--- src/rtl/kf_pkg.sv ---
// Shared types, Q-format constants and fixed-point helpers for the
// sequential Kalman measurement-update engine.
package kf_pkg;

  typedef enum logic [2:0] {
    IDLE,
    INNOV,
    RECIP,
    GAIN,
    XUPD,
    PUPD,
    DONE
  } state_t;

  localparam int KF_W    = 16;
  localparam int KF_FRAC = 8;
  localparam int DIV_LAT = KF_W + KF_FRAC;
  localparam int ONE     = 1 << KF_FRAC;
  localparam int MAXV    = (1 << (KF_W - 1)) - 1;
  localparam int MINV    = -(1 << (KF_W - 1));

  // Clamp a wide signed value into a w-bit signed range.
  function automatic longint sat(input longint v, input int w);
    longint hi;
    longint lo;
    hi = (longint'(1) <<< (w - 1)) - 1;
    lo = -(longint'(1) <<< (w - 1));
    if (v > hi) return hi;
    if (v < lo) return lo;
    return v;
  endfunction

  function automatic longint qmul(input longint a, input longint b,
                                  input int frac, input int w);
    return sat((a * b) >>> frac, w);
  endfunction

endpackage

--- src/rtl/kf_fx_recip.sv ---
// Restoring unsigned divider computing 2^(2*FRAC) / divisor, one quotient
// bit per cycle; done is high during the final iteration cycle.
module kf_fx_recip
  import kf_pkg::*;
#(
  parameter int W    = KF_W,
  parameter int FRAC = KF_FRAC,
  parameter int DL   = W + FRAC
) (
  input  logic          clk,
  input  logic          rst,
  input  logic          start,
  input  logic [W-1:0]  divisor,
  output logic          done,
  output logic [DL-1:0] quot
);

  localparam int CW = (DL > 1) ? $clog2(DL) : 1;
  localparam logic [DL-1:0] DIVIDEND = DL'(64'd1 << (2 * FRAC));

  logic          busy_reg;
  logic [CW-1:0] cnt_reg;
  logic [W-1:0]  rem_reg;
  logic [W-1:0]  div_reg;
  logic [DL-1:0] q_reg;
  logic [W:0]    trial;
  logic [W:0]    diff;

  // The dividend is shifted out of q_reg as quotient bits shift in.
  always_comb begin
    trial = {rem_reg, q_reg[DL-1]};
    diff  = trial - {1'b0, div_reg};
    done  = busy_reg && (cnt_reg == CW'(DL - 1));
  end

  always_ff @(posedge clk) begin
    if (rst) begin
      busy_reg <= 1'b0;
      cnt_reg  <= '0;
      rem_reg  <= '0;
      div_reg  <= '0;
      q_reg    <= '0;
    end else if (start) begin
      busy_reg <= 1'b1;
      cnt_reg  <= '0;
      rem_reg  <= '0;
      div_reg  <= divisor;
      q_reg    <= DIVIDEND;
    end else if (busy_reg) begin
      q_reg   <= {q_reg[DL-2:0], ~diff[W]};
      rem_reg <= diff[W] ? trial[W-1:0] : diff[W-1:0];
      cnt_reg <= cnt_reg + 1'b1;
      if (done) busy_reg <= 1'b0;
    end
  end

  assign quot = q_reg;

endmodule

--- src/rtl/kf_seq_meas_update.sv ---
// Sequential Kalman measurement update: N_MEAS scalar updates applied in turn
// through one shared multiplier and one reciprocal unit.
module kf_seq_meas_update
  import kf_pkg::*;
#(
  parameter int W       = KF_W,
  parameter int FRAC    = KF_FRAC,
  parameter int N_STATE = 6,
  parameter int N_MEAS  = 3
) (
  input  logic                         clk,
  input  logic                         rst,
  input  logic                         in_valid,
  output logic                         in_ready,
  input  logic [N_STATE*W-1:0]         x_in,
  input  logic [N_STATE*N_STATE*W-1:0] p_in,
  input  logic [N_MEAS*W-1:0]          z_in,
  input  logic [N_MEAS*W-1:0]          r_in,
  output logic                         out_valid,
  output logic [N_STATE*W-1:0]         x_out,
  output logic [N_STATE*N_STATE*W-1:0] p_out,
  output logic [N_MEAS-1:0]            err_flags
);

  localparam int DL = W + FRAC;
  localparam int W2 = 2 * W;
  localparam int NP = N_STATE * N_STATE;
  localparam int IW = (N_STATE > 1) ? $clog2(N_STATE) : 1;
  localparam int JW = (N_MEAS > 1) ? $clog2(N_MEAS) : 1;
  localparam int PW = (NP > 1) ? $clog2(NP) : 1;
  localparam logic [DL-1:0] MAXQ = DL'((longint'(1) <<< (W - 1)) - 1);

  state_t state_reg, state_next;
  logic [JW-1:0] j_reg;
  logic [IW-1:0] i_reg, k_reg;

  logic signed [W-1:0] x_reg    [N_STATE];
  logic signed [W-1:0] p_reg    [NP];
  logic signed [W-1:0] gain_reg [N_STATE];
  logic signed [W-1:0] prow_reg [N_STATE];
  logic signed [W-1:0] z_reg    [N_MEAS];
  logic signed [W-1:0] r_reg    [N_MEAS];
  logic signed [W-1:0] y_reg;

  logic                         out_valid_reg;
  logic [N_MEAS-1:0]            err_reg;
  logic [N_STATE*W-1:0]         x_out_reg;
  logic [N_STATE*N_STATE*W-1:0] p_out_reg;

  logic [IW-1:0]        jx;
  logic [PW-1:0]        idx_jj, idx_ij, idx_ji, idx_ik;
  logic                 i_last, k_last, j_last;
  longint               y_full, s_full;
  logic                 s_pos;
  logic                 div_start, div_done;
  logic [DL-1:0]        quot;
  logic signed [W-1:0]  inv, mul_a, mul_b;
  logic signed [W2-1:0] prod, prod_sh;
  logic signed [W-1:0]  gain_wb, x_wb, p_wb;

  kf_fx_recip #(.W(W), .FRAC(FRAC), .DL(DL)) u_recip (
    .clk     (clk),
    .rst     (rst),
    .start   (div_start),
    .divisor (W'(s_full)),
    .done    (div_done),
    .quot    (quot)
  );

  always_comb begin
    jx     = IW'(j_reg);
    idx_jj = PW'(int'(j_reg) * N_STATE + int'(j_reg));
    idx_ij = PW'(int'(i_reg) * N_STATE + int'(j_reg));
    idx_ji = PW'(int'(j_reg) * N_STATE + int'(i_reg));
    idx_ik = PW'(int'(i_reg) * N_STATE + int'(k_reg));
    i_last = (i_reg == IW'(N_STATE - 1));
    k_last = (k_reg == IW'(N_STATE - 1));
    j_last = (j_reg == JW'(N_MEAS - 1));
    y_full = sat(longint'(z_reg[j_reg]) - longint'(x_reg[jx]), W);
    s_full = sat(longint'(p_reg[idx_jj]) + longint'(r_reg[j_reg]), W);
    s_pos  = (s_full > 0);
    inv    = (quot > MAXQ) ? W'(MAXQ) : quot[W-1:0];

    // Single multiplier, operands steered by phase.
    mul_a = '0;
    mul_b = '0;
    case (state_reg)
      GAIN: begin mul_a = p_reg[idx_ij];    mul_b = inv;             end
      XUPD: begin mul_a = gain_reg[i_reg];  mul_b = y_reg;           end
      PUPD: begin mul_a = gain_reg[i_reg];  mul_b = prow_reg[k_reg]; end
      default: ;
    endcase
    prod    = W2'(mul_a) * W2'(mul_b);
    prod_sh = prod >>> FRAC;
    gain_wb = W'(sat(longint'(prod_sh), W));
    x_wb    = W'(sat(longint'(x_reg[i_reg]) + longint'(prod_sh), W));
    p_wb    = W'(sat(longint'(p_reg[idx_ik]) - longint'(prod_sh), W));
  end

  always_comb begin
    state_next = state_reg;
    in_ready   = 1'b0;
    div_start  = 1'b0;
    case (state_reg)
      IDLE, DONE: begin
        in_ready = 1'b1;
        if (in_valid) state_next = INNOV;
      end
      INNOV: begin
        if (s_pos) begin
          div_start  = 1'b1;
          state_next = RECIP;
        end else if (j_last) begin
          state_next = DONE;
        end
      end
      RECIP:   if (div_done) state_next = GAIN;
      GAIN:    if (i_last) state_next = XUPD;
      XUPD:    if (i_last) state_next = PUPD;
      PUPD:    if (i_last && k_last) state_next = j_last ? DONE : INNOV;
      default: state_next = IDLE;
    endcase
  end

  always_ff @(posedge clk) begin
    if (rst) begin
      state_reg     <= IDLE;
      j_reg         <= '0;
      i_reg         <= '0;
      k_reg         <= '0;
      y_reg         <= '0;
      out_valid_reg <= 1'b0;
      err_reg       <= '0;
      x_out_reg     <= '0;
      p_out_reg     <= '0;
      for (int n = 0; n < N_STATE; n++) begin
        x_reg[n]    <= '0;
        gain_reg[n] <= '0;
        prow_reg[n] <= '0;
      end
      for (int n = 0; n < NP; n++) p_reg[n] <= '0;
      for (int n = 0; n < N_MEAS; n++) begin
        z_reg[n] <= '0;
        r_reg[n] <= '0;
      end
    end else begin
      state_reg <= state_next;
      case (state_reg)
        IDLE, DONE: begin
          // Results publish one edge after DONE is entered, then hold.
          if (state_reg == DONE) begin
            out_valid_reg <= 1'b1;
            for (int n = 0; n < N_STATE; n++) x_out_reg[n*W +: W] <= x_reg[n];
            for (int n = 0; n < NP; n++) p_out_reg[n*W +: W] <= p_reg[n];
          end
          if (in_valid) begin
            for (int n = 0; n < N_STATE; n++) x_reg[n] <= x_in[n*W +: W];
            for (int n = 0; n < NP; n++) p_reg[n] <= p_in[n*W +: W];
            for (int n = 0; n < N_MEAS; n++) begin
              z_reg[n] <= z_in[n*W +: W];
              r_reg[n] <= r_in[n*W +: W];
            end
            err_reg       <= '0;
            out_valid_reg <= 1'b0;
            j_reg         <= '0;
            i_reg         <= '0;
            k_reg         <= '0;
          end
        end
        INNOV: begin
          y_reg <= W'(y_full);
          i_reg <= '0;
          k_reg <= '0;
          if (!s_pos) begin
            err_reg[j_reg] <= 1'b1;
            if (!j_last) j_reg <= j_reg + 1'b1;
          end
        end
        GAIN: begin
          gain_reg[i_reg] <= gain_wb;
          prow_reg[i_reg] <= p_reg[idx_ji];
          i_reg           <= i_last ? '0 : i_reg + 1'b1;
        end
        XUPD: begin
          x_reg[i_reg] <= x_wb;
          i_reg        <= i_last ? '0 : i_reg + 1'b1;
        end
        PUPD: begin
          p_reg[idx_ik] <= p_wb;
          if (k_last) begin
            k_reg <= '0;
            i_reg <= i_last ? '0 : i_reg + 1'b1;
            if (i_last && !j_last) j_reg <= j_reg + 1'b1;
          end else begin
            k_reg <= k_reg + 1'b1;
          end
        end
        default: ;
      endcase
    end
  end

  assign out_valid = out_valid_reg;
  assign x_out     = x_out_reg;
  assign p_out     = p_out_reg;
  assign err_flags = err_reg;

endmodule

--- config.mk ---
export PLATFORM = sky130hd
export DESIGN_NAME = kf_seq_meas_update
export DESIGN_NICKNAME = d
export VERILOG_FILES = /design/src/rtl/kf_pkg.sv /design/src/rtl/kf_fx_recip.sv /design/src/rtl/kf_seq_meas_update.sv
export SDC_FILE = /design/constraint.sdc
export NUM_CORES = 2
export LEC_CHECK = 0
export CORE_UTILIZATION = 35
export DETAILED_ROUTE_END_ITERATION = 10
export PLACE_DENSITY_LB_ADDON = 0.3
export SYNTH_ARGS = -nofsm -noshare
export SYNTH_HDL_FRONTEND = slang
export SYNTH_HIERARCHICAL = 1
export SYNTH_SLANG_ARGS = --single-unit
--- constraint.sdc ---
create_clock -name clk -period 13 [get_ports clk]
set_input_delay 2.6 -clock clk [delete_from_list [all_inputs] [get_ports clk]]
set_output_delay 2.6 -clock clk [all_outputs]
set_load 0.01 [all_outputs]
==> impl_metrics.yaml <==
outcome:
  status: "complete, but fails checks"
  violations: "max-capacitance violations, max-slew violations"
cells_and_area:
  area_growth_pct: 26.5
  drive_above_1_share_pct: 18.4
  register_area_sq_mm: 0.0607
  fin_cells: 18400
  multi_input_area_sq_mm: 0.0653
  largest_reg_flops: 1024
  nets: 14400
  fill_cells: 34600
  fin_util_pct: 44.6
setup_path:
  cp-start-kind: "register"
  slowest_delay_ps: 620
  worstPathArrival_ps: 13210
  required_ps: 13560
  cp.buffers_inverters: 14
  crit_path_top_delay_cell: "fa_2"
  path_class: "register to register"
  critPathMaxFanout: 14
  end_kind: "register"
  critPathMostFrequentCell: "buf_4"
  crit_family: "adder cells"
detailed_routing:
  vias: 120000
  first_pass_iters: 9
  drt-wirelength-per-cell_microns: 39.2
  routed_via_density: 6.55
  detail-route-antenna-nets: 0
  routed_wl_microns: 720000
  drtIter0Drc: 20200
  drt_drc_violations_left: 0
synthesis:
  yosys_most_used_dff: "edfxtp_1"
  synth_top_cell_area_share_pct: 34.6
  synth_edf_count: 1504
  synth_cell_types: 108
  synth_area_sq_mm: 0.131
  ys_seq_area_share_pct: 46.4
  synth_most_common_cell: "nand2_1"
  async_flop_share_pct: 0
  yosysWarnings: 6
  synth_top_cell_by_area: "edfxtp_1"
  netlist_top_cells_area: "edfxtp_1 (35%), mux4_2 (16%), dfxtp_1 (12%)"
  synth_seq_cells: 2277
  avgSynthCellArea_sq_um: 11.3
  syn_inst: 11600
  yosys-top-cells-count: "nand2_1 (2419), edfxtp_1 (1504), mux4_2 (914), clkbuf_1 (823), a21oi_1 (808)"
  syn_nets: 12800
global_route:
  grt_max_degree: 211
  overflow: 0
  top_usage_layer: "met2"
  met1_usage_pct: 43.8
  grt_pass1_vias: 112000
  grt_pass1_wl_microns: 957000
  antenna_found_initial: 120
  grtUsageTotal_pct: 37.0
  met2_usage_pct: 54.0
  gr-usage-met3_pct: 14.6
timing:
  timing.slew.headroom_pct: -4.86
  drv_slew: 4
  setup_slack_ps: 350
  setup_viol: 0
  hold_ws_ps: 452
  clock_skew_ps: 104
  max_freq_ghz: 0.0790
  final_hold_viol_count: 0
  fin_crit_ps: 12650
  setup_tns_ps: 0
  tightest_slew_ps: 1560
  timing.final.crit_share_pct: 97.3
placement:
  gp_congestion: 1.05
  dp.cells: 17800
  dp_hpwl_microns: 537000
  port_buffers: 1447
  place_ws_ps: -316
floorplan:
  num_rows: 223
  design.core.area_sq_mm: 0.370
  die-area_sq_mm: 0.376
  io_pins: 1448
  die_width_microns: 613
  die_y_microns: 613
  initial_core_util_pct: 35.3
clock_network:
  clock-sinks: 2277
  cts_tree: "built"
  ctsRootBufferMaster: "clkbuf_16"
  clkLatencyLatePin_ps: 970
  clock_path_buffers: 4
  path_clk_slew_ps: 60
  cts-buffers-inserted: 272
  htreeDepth: 5
power:
  powerDensity_mw_per_mm2: 277
  vdd_drop_max_v: 0.000846
  p_leak_nw: 56.4
min_path:
  hold_path_class: "register to register"
run:
  drv_cap: 2
## power breakdown
part	internal (mW)	switching (mW)
clock	4.57	3.37
sequential	9.78	1.35
combinational	8.13	18.6
total	22.5	23.3
## worst reg2reg max path, delay by kind of cell (launching register included)
family | cells | cell delay (ps)
buf+inv | 14 | 2060
fa+ha+maj | 10 | 4250
simple gates | 9 | 1510
xor+xnor | 3 | 600
compound gates | 12 | 2640
flops | 1 | 360
mux | 2 | 820
## cell type report
class,count,area share (%)
clock buffer,362,4.56
multi-input combinational,7851,39.5
sequential,2277,36.7
tap,4950,3.75
clock inverter,135,0.931
inverter,455,1.04
timing repair buffer,2272,13.4
antenna,61,0.0924
## layout by cell type (no fill, tap or decap), drive strengths merged, types with 124 or more instances in the layout
| master | netlist | final |
|---|---|---|
| ha | 195 | 195 |
| mux2i | 161 | 161 |
| o21ai | 247 | 247 |
| nand2 | 2419 | 2419 |
| inv | 454 | 473 |
| buf | 193 | 825 |
| fa | 270 | 270 |
| dfxtp | 773 | 773 |
| a21oi | 810 | 810 |
| clkbuf | 830 | 363 |
| and2 | 124 | 124 |
| clkdlybuf4s50 | 0 | 1446 |
| o22ai | 472 | 472 |
| nor2 | 516 | 516 |
| edfxtp | 1504 | 1504 |
| mux4 | 914 | 914 |
| o311ai | 551 | 551 |
## per-layer routing
layer  vias up  routed length (microns)
met2     10600                   305000
li1      47100                        -
met3      2600                   103000
met4        86                    67900
met5         -                      561
met1     59900                   244000
## per-stage QoR
stage / cell area [sq um] / total power, mW
6_report: 165000 / 45.8
5_1_grt: 165000 / 45.9
4_1_cts: 165000 / 44.0
3_5_place_dp: 156000 / 36.1
3_3_place_gp: 156000 / 36.1
2_1_floorplan: 131000 / 21.8
## kinds of logic after synthesis
group	Yosys count	share of synthesized area, %
compound gates	2578	13.5
xor+xnor	101	0.712
fa+ha+maj	480	6.12
buf+inv	1478	4.41
flops	2277	46.4
mux	1133	17.5
simple gates	3559	11.3
## path summary, 6_finish.rpt
| kind | cells after the start | slack (ps) | start | endpoint |
|---|---|---|---|---|
| hold / removal | 2 | 450 | p_out[509] | p_out[509] |
| hold reg to reg | 2 | 450 | p_out[509] | p_out[509] |
| setup / recovery | 50 | 350 | i_reg[0] | p_reg[34][0] |
| setup reg to reg | 50 | 350 | i_reg[0] | p_reg[34][0] |
## repair_timing
action,in CTS,in global routing
buffers inserted,1,10
pin swaps,2,9
endpoints found under the setup margin,961,1081
cloned,1,1
hold buffers,0,0
gates resized for setup,15,58
(Power assumes the default switching activity.)
